**src/rtl/slot_reel_driver.sv**
```systemverilog
// Two-reel slot machine driver: start/stop button FSM, prescaled reel advance,
// and a time-multiplexed single 7-segment display for the two reel digits.
module slot_reel_driver #(
  parameter int TICK_DIV = 1048576,
  parameter int STEP2    = 3,
  parameter int MUX_DIV  = 65536
) (
  input  logic       clk,
  input  logic       rst_n,
  input  logic       start_btn,
  input  logic       stop_btn,
  output logic [3:0] reel1,
  output logic [3:0] reel2,
  output logic       judge,
  output logic       busy,
  output logic [6:0] seg,
  output logic       dig_sel
);

  localparam int TW = $clog2(TICK_DIV);
  localparam int MW = $clog2(MUX_DIV);
  localparam logic [TW-1:0] TICK_LAST = TW'(TICK_DIV - 1);
  localparam logic [MW-1:0] MUX_LAST  = MW'(MUX_DIV - 1);
  localparam logic [3:0]    STEP      = 4'(STEP2);

  typedef enum logic [1:0] {IDLE, SPIN_BOTH, SPIN_R2, DONE} state_t;

  state_t          state_q, state_d;
  logic [3:0]      reel1_q, reel1_d;
  logic [3:0]      reel2_q, reel2_d;
  logic [TW-1:0]   presc_q;
  logic [MW-1:0]   mux_q;
  logic            dig_sel_q;
  logic [6:0]      seg_q;
  logic            judge_q, busy_q;
  logic            start_d_q, stop_d_q;
  logic            start_e, stop_e, tick;

  function automatic logic [3:0] inc_mod10(input logic [3:0] r);
    return (r == 4'd9) ? 4'd0 : r + 4'd1;
  endfunction

  function automatic logic [3:0] add_step_mod10(input logic [3:0] r);
    logic [4:0] s;
    s = {1'b0, r} + {1'b0, STEP};
    return (s >= 5'd10) ? 4'(s - 5'd10) : s[3:0];
  endfunction

  function automatic logic [6:0] seg_code(input logic [3:0] d);
    case (d)
      4'd0:    return 7'h40;
      4'd1:    return 7'h79;
      4'd2:    return 7'h24;
      4'd3:    return 7'h30;
      4'd4:    return 7'h19;
      4'd5:    return 7'h12;
      4'd6:    return 7'h02;
      4'd7:    return 7'h78;
      4'd8:    return 7'h00;
      4'd9:    return 7'h10;
      default: return 7'h7F;
    endcase
  endfunction

  always_comb begin
    start_e = start_btn & ~start_d_q;
    stop_e  = stop_btn & ~stop_d_q;
    tick    = (presc_q == TICK_LAST);
    state_d = state_q;
    reel1_d = reel1_q;
    reel2_d = reel2_q;
    case (state_q)
      IDLE:      if (start_e) state_d = SPIN_BOTH;
      SPIN_BOTH: if (stop_e)  state_d = SPIN_R2;
      SPIN_R2:   if (stop_e)  state_d = DONE;
      DONE:      if (start_e) state_d = SPIN_BOTH;
      default:   state_d = IDLE;
    endcase
    // A reel being stopped on a tick cycle keeps its pre-tick value.
    if (tick && state_q == SPIN_BOTH && !stop_e)
      reel1_d = inc_mod10(reel1_q);
    if (tick && (state_q == SPIN_BOTH || (state_q == SPIN_R2 && !stop_e)))
      reel2_d = add_step_mod10(reel2_q);
  end

  always_ff @(posedge clk) begin
    if (!rst_n) begin
      state_q   <= IDLE;
      reel1_q   <= 4'd0;
      reel2_q   <= 4'd0;
      judge_q   <= 1'b0;
      busy_q    <= 1'b0;
      presc_q   <= '0;
      mux_q     <= '0;
      dig_sel_q <= 1'b0;
      seg_q     <= 7'h40;
      start_d_q <= 1'b0;
      stop_d_q  <= 1'b0;
    end else begin
      state_q   <= state_d;
      reel1_q   <= reel1_d;
      reel2_q   <= reel2_d;
      // Status flags follow the next state so judge drops on the restart edge.
      judge_q   <= (state_d == DONE);
      busy_q    <= (state_d == SPIN_BOTH) || (state_d == SPIN_R2);
      presc_q   <= tick ? '0 : presc_q + 1'b1;
      if (mux_q == MUX_LAST) begin
        mux_q     <= '0;
        dig_sel_q <= ~dig_sel_q;
      end else begin
        mux_q <= mux_q + 1'b1;
      end
      seg_q     <= seg_code(dig_sel_q ? reel2_q : reel1_q);
      start_d_q <= start_btn;
      stop_d_q  <= stop_btn;
    end
  end

  assign reel1   = reel1_q;
  assign reel2   = reel2_q;
  assign judge   = judge_q;
  assign busy    = busy_q;
  assign seg     = seg_q;
  assign dig_sel = dig_sel_q;

endmodule
```
**config.mk**
```make
export PLATFORM = sky130hd
export DESIGN_NAME = slot_reel_driver
export DESIGN_NICKNAME = d
export VERILOG_FILES = /design/src/rtl/slot_reel_driver.sv
export SDC_FILE = /design/constraint.sdc
export NUM_CORES = 1
export LEC_CHECK = 0
export ABC_CLOCK_PERIOD_IN_PS = 1900
export CORE_MARGIN = 2
export CORE_UTILIZATION = 35
export DETAILED_ROUTE_END_ITERATION = 12
export MAX_ROUTING_LAYER = met4
export PLACE_DENSITY = 0.6
export SLEW_MARGIN = 20
export SYNTH_ARGS = -nofsm -noshare
export SYNTH_HDL_FRONTEND = slang
export SYNTH_SLANG_ARGS = --single-unit
```
**constraint.sdc**
```tcl
create_clock -name clk -period 1.9 [get_ports clk]
set_input_delay 0.57 -clock clk [delete_from_list [all_inputs] [get_ports clk]]
set_output_delay 0.57 -clock clk [all_outputs]
set_load 0.005 [all_outputs]
```
==> results of run 1 <==
## cell families after synthesis
family	after synthesis	share of synthesized area [%]
AO/OA/AOI/OAI	34	7.37
XOR/XNOR	38	12.0
adder cells (fa/ha/maj)	14	6.33
buffers and inverters	22	3.17
flip-flops	58	42.0
multiplexers	9	3.39
AND/OR/NAND/NOR	138	25.7
## power breakdown
group / internal, mW / leakage (nW) / switching, mW
combinational: 0.157 / 0.808 / 0.144
clock: 0.704 / 0.106 / 0.462
sequential: 1.26 / 0.475 / 0.0309
## critical path, stage by stage, from the launching register on
cell and delay (ns):
dfxtp_2 0.33, buf_6 0.11, clkdlybuf4s50_1 0.49
## timing repair
action	CTS	global route
gates cloned	0	0
endpoints found under the hold margin	0	0
gates resized for setup	5	25
pin swaps	0	4
setup endpoints to repair	5	11
## cell usage in the layout (no fill, tap or decap), types with 3 or more instances in the layout
cell / instances
nor2_1: 47
dfxtp_1: 47
buf_4: 30
xor2_1: 21
nand3_1: 21
clkdlybuf4s50_1: 19
nand2_1: 18
xnor2_1: 17
clkbuf_8: 12
inv_1: 11
a21oi_1: 11
ha_1: 11
nand4_1: 9
dfxtp_2: 9
o21ai_0: 8
and3_1: 7
and2_1: 7
mux2i_1: 6
nor3_1: 4
mux2_2: 3
and4_1: 3
a21oi_2: 3
nor4_1: 3
ha_2: 3
## layer usage
metal,global-route usage (%),wire (um)
met5,-,0
met1,18.1,2770
met2,22.0,2600
met4,5.27,52
met3,5.61,199
## area by class of cell
class / count / area share [%]
clock buffer: 13 / 4.66
multi-input combinational: 233 / 43.2
sequential: 58 / 32.5
clock inverter: 2 / 0.966
inverter: 13 / 1.35
tap: 102 / 3.52
timing repair buffer: 55 / 13.8
## stage by stage
step                      setup TNS (ns)  area [sq um]
final                                  0          3630
after global routing            -0.00164          3630
after CTS                              0          3560
after detailed placement           -1.83          3350
after global placement             -1.55          3350
after floorplan                        0          2770
## how the worst max path moves through the flow
stage / to / cells past startpoint / slack (ns)
finish: reel2[1] / 2 / 0.04
global route: reel1[2] / 6 / -0.002
CTS: reel2[1] / 2 / 0.00008
detailed placement: reel1[2] / 6 / -0.32
global placement: reel1[2] / 6 / -0.30
floorplan: reel1[2] / 7 / 0.02
## sequential cells by signal, summed over array words and instances, names as in the netlist
signal,cells
presc_q,20
mux_q,16
seg,7
reel1,4
reel2,4
state_q,2
busy,1
dig_sel,1
judge,1
start_d_q,1
stop_d_q,1
==> results.txt, run 1 <==
- In this run, distinct cell masters in the synthesized netlist total 45.
* Synthesized area divided by synthesized cell count: 8.84 sq um
- Final Total Pwr: 2.76 mW
- Among all cell types in the netlist, the one instantiated most often is dfxtp_1.
- GRT Overall Usage: 14.7%
- Worst slack on hold paths: 0.440 ns
- Buffer cell driving the clock tree root: clkbuf_8
- Once routing completed, OpenROAD measured the worst setup slack at 0.0439 ns.
- Clk pin slew, worst setup/hold paths: 0.07 ns
- Power density normalized to cell area: 760 nW/um^2
* Total vias in the final route: 2293
- Along the worst path, the maximum fanout reaches 6.
- Post-synth ARST share: 0%
- Number of maximum-capacitance violations: 0
- The mapped netlist covers 2770 sq um.
* DP HPWL: 3970 um
* Static leakage power: 1.39 nW
* Min-Delay Startpoint: mux_q[0]
* Launch instance of the worst register-to-register path: presc_q[0]
- Arr. time, crit path: 1.29 ns
* Category of the critical setup timing path: reg2out
* Sequential cell area fraction in the yosys report: 42.0%
* Count of boundary I/O pins: 22
* Slack of the worst reg-to-reg path: 0.06 ns
* Count of antenna-violating nets left after detailed routing: 0
* Share of Yosys cell area claimed by the top area cell type: 42.0%
- Number of cells on the worst reg-to-reg path: 6
- The worst register-to-register path ends at reel1[2].
* Filler-free cell count of the finished design: 476
* Vias in the first global route: 2224
- Dominant cells by area after synthesis: dfxtp_1, xor2_1, nor2_1
- Final min period: 1.86 ns
- After detailed routing, the average wire length per cell comes to 11.8 um.
- TritonCTS clock tree: yes
- For this run, the number of Yosys warnings is 0.
- Counting along the longest clock path gives a buffer depth of 2.
- Entering global routing, the biggest net connects 17 pins.
* Data required, critical path: 1.33 ns
- Summed over all instances, the cell type with the most area after synthesis is dfxtp_1.
- Initial Util: 36.0%
* Sinks on the clock net: 58
- DRC violation total after the first TritonRoute iteration: 72
- Worst Max-Slew Pin Slew: 0.384 ns
- The final max-slew violation count came to 0.
- Final worst clock skew: 0.0107 ns
- STA classifies the critical path endpoint as a primary output.
- Core occupancy in the finished layout: 47.2%
- Max transition margin: 74.2%
- Synthesis produced a netlist whose cell count is 313.
- Die Ht: 92.9 um
* Seq cells post-synth: 58
- FILL cells: 743
* Worst setup startpoint: reel2[1]
- The H-tree generated during clock tree synthesis spans 3 levels.
- Across the whole layout, storage elements account for 1180 sq um.
- Worst Hold Depth: 1
- The die covers 8630 sq um.
* Final hold vios: 0
- Number of nets in the finished design: 388
* Residual DRC count: 0
* Wirelength, routed: 5620 um
* Number of synthesized flops with an enable pin: 0
- The number of antenna violations at the first check in global routing is 0.
- Drt first pass iters: 4
* Number of diodes: 0
- Top cell types by occurrence after synthesis: dfxtp_1, nor2_1, nand3_1
- GRT Residual Overflow: 0
- Die extent in x: 92.9 um
- Summing all multi-input logic gate instances after layout gives 1570 sq um.
* Post-route fraction of the period consumed by the critical path: 97.7%
- Crit path launch type: flop
- Achievable clock frequency: 0.539 GHz
* Number of buffers inserted by port buffering: 21
* Hold Buf Count CTS: 0
- Clock latency on the worst-skew pair: 0.34 ns
- Setup violations remaining at the end of the flow were counted as 0.
* Worst Hold Endpoint: mux_q[0]
- Of the cells placed in the final design, the portion with a size suffix greater than 1 is 22.2%.
- Pre-CTS setup slack: -0.323 ns
* Area added between synthesis and finish: 31.1%
* Number of buffers inserted to repair setup after CTS: 0
- Inserted Clock Buffers: 9
- Cell total after placement: 461
- Run status: finished clean
* Maximum vdd drop: 0.000472 V
- Class of the worst hold path: reg2reg
- Routability-driven placement finished with a final weighted congestion of 0.839.
- The region available for standard cell placement spans 7690 sq um.
* Average via count per standard cell: 4.82
- Row generation in the floorplan step produced 32 rows.
- The first global-routing pass estimated 9870 um of wire.
- Number of nets produced by synthesis: 331
- Leading register cell type out of synthesis: dfxtp_1
No activity file was read; power rests on OpenSTA's default activity.
==> run 2, diff against run 1 <==
SETUP_SLACK_MARGIN = 0.4   (was unset)
TNS_END_PERCENT = 5   (was unset)
==> results.txt, run 2 (synthesis gave the netlist of run 1 again) <==
* Inserted Clock Buffers: 9 (unchanged)
- Leaving out fill and tap cells, the most frequent cell in the layout is nor2_1.
* Run status: finished clean
* Register containing the most flip-flops in the final layout: presc_q
- STA classifies the critical path startpoint as a flop.
- GRT Residual Overflow: 0 (unchanged)
- First-pass GRT wire length: 10000 um (+1.5%)
- Number of antenna violations at the first check in global routing: 0 (unchanged)
* Overall die area: 8630 sq um (unchanged)
* Achievable clock frequency: 0.554 GHz (+2.8%)
* Static leakage power: 1.43 nW (+3.3%)
* Count of boundary I/O pins: 22 (unchanged)
- Total vias in the final route: 2332 (+1.7%)
- Final weighted congestion in routability-driven placement: 0.796 (-5.1%)
* Final hold vios: 0 (unchanged)
* Max clock buf depth: 2 (unchanged)
- Number of nets in the finished design: 393 (+1.3%)
- Worst Max-Slew Pin Slew: 0.427 ns (+0.0428 ns)
- Vias in the first global route: 2226 (+0.090%)
- Final number of setup-violating endpoints: 0 (unchanged)
- TritonCTS clock tree: yes
* Number of maximum-capacitance violations: 0 (unchanged)
- Filler-free cell count of the finished design: 481 (+1.1%)
- Buffering stage count on the worst path with inverters included: 0 (-2)
- The total instance count after detailed placement is 455 (-1.3%).
- Die extent in x: 92.9 um (unchanged)
- Core Box Area: 7690 sq um (unchanged)
* Max transition margin: 71.3% (-2.9 points)
- The total wire length after detailed routing is 5770 um (+2.8%).
- Worst slack on hold paths: 0.441 ns (+0.00126 ns)
- Class of the worst hold path: reg2reg
- Final min period: 1.81 ns (-0.0500 ns)
* Top fanout value on the critical path: 2 (-4)
- The number of I/O port buffers is 21 (unchanged).
* Area added between synthesis and finish: 34.7%
* Clk pin slew, worst setup/hold paths: 0.07 ns (about the same)
- The total inserted antenna cells came to 0 (unchanged).
- Traced cell by cell, the critical path runs through ha_4 > and3_4 > nand3_4 > or4_4 > or3_4 > a21oi_2.
- The final period utilization was 95.1% (-2.6 points).
* Residual DRC count: 0 (unchanged)
- The DRC marker count from the first detailed-route iteration came to 105 (+46%).
- Category of the critical setup timing path: reg2reg
* Post-place instance area: 3310 sq um (-1.2%)
- The maximum VDD drop came to 0.000411 V (-13%).
* Slowest library cell on the worst path: or4_4
* Die Ht: 92.9 um (unchanged)
- Buffer cell driving the clock tree root: clkbuf_8
- Number of pins exceeding their max-slew limit in the final report: 0 (unchanged)
- Delay of the slowest critical-path stage: 0.53 ns (+0.04 ns)
* Clock latency on the worst-skew pair: 0.33 ns (about the same)
* Standard-cell rows: 32 (unchanged)
- The number of vias per cell was 4.85 (+0.64%).
- Arr. time, crit path: 2.07 ns (+0.78 ns)
- GRT Overall Usage: 14.9% (+0.17 points)
- The average wire length per cell after detail routing was 12.0 um (+1.7%).
- The number of iterations in the first detailed-routing pass came to 4 (unchanged).
- Sinks on the clock net: 58 (unchanged)
- The count of hold-fix buffers inserted at cts is 0 (unchanged).
- The cell area after layout came to 3730 sq um (+2.8%).
- The power density over the cells was 773 nW/um^2 (+1.7%).
* Pin count of the biggest net entering global routing: 17 (unchanged)
- The initial core utilization is 36.0% (unchanged).
* Total negative setup slack: 0 ns (unchanged)
- The post-detailed-route count of antenna-violating nets was 0 (unchanged).
- The end-of-flow core utilization is 48.5% (+1.3 points).
- The number of H-tree branching levels came to 3 (unchanged).
- The setup clock skew after layout is 0.00763 ns (-0.00310 ns).
- FILL cells: 729 (-1.9%)
* Family with the most delay on the worst path: simple AND/OR/NAND/NOR gates
- Data required, critical path: 2.17 ns (+0.84 ns)
- DP HPWL: 3980 um (+0.38%)
* Fraction of final layout cells sized beyond drive strength 1: 24.8% (+2.6 points)
* Worst Setup End Kind: flop
- Setup repair after global routing missed its margin: yes
- Flip-flop count of the largest register after layout: 20 (unchanged)
- Commonest cells after routing, fill and taps aside: nor2_1, dfxtp_1, buf_4
## run 2: cell count changes in the layout (fill, tap and decap cells not counted), sizes merged, moves of 2 or more
cell           delta
clkdlybuf4s15     +2
clkinvlp          +2
buf               +5
dlygate4sd2       +3
clkbuf            -2
clkdlybuf4s50     -5
## run 2: what timing repair did
action	CTS	global route
resized for setup	20	25
gates cloned	0	1
buffers inserted	8	2
setup endpoints to repair	61	70
pin swaps	3	3
## run 2: through the flow
step	setup WS (ns)	total power, mW
global placement	-0.357	1.59
global route	0.0194	3.03
floorplan	0.0903	1.50
finish	0.0938	2.88
detailed placement	-0.374	1.60
CTS	0.110	2.89
## run 2: worst paths after layout
path,from,endpoint,slack [ns],depth (start not counted)
setup / recovery,presc_q[1],reel1[2],0.09,6
hold / removal,mux_q[0],mux_q[0],0.44,1
setup reg to reg,presc_q[1],reel1[2],0.09,6
hold reg to reg,mux_q[0],mux_q[0],0.44,1
## run 2: final cells by class
cell class | instances | area [sq um] | share of cell area, %
multi-input combinational | 233 | 1620 | 43.4
sequential | 58 | 1190 | 31.9
timing repair buffer | 60 | 518 | 13.9
clock buffer | 11 | 151 | 4.06
tap | 102 | 128 | 3.42
clock inverter | 4 | 75.1 | 2.01
inverter | 13 | 48.8 | 1.31
## run 2: power breakdown
| group | total [mW] | switching [mW] | internal (mW) |
|---|---|---|---|
| Combinational | 0.306 | 0.146 | 0.160 |
| Sequential | 1.29 | 0.0349 | 1.26 |
| Clock | 1.28 | 0.477 | 0.802 |
| Total | 2.88 | 0.658 | 2.22 |
## run 2: metal layers
metal  global-route usage, %  wire [um]
met1                    17.5       2680
met4                    4.78         58
met2                    24.3       2860
met5                       -          0
met3                    4.72        180
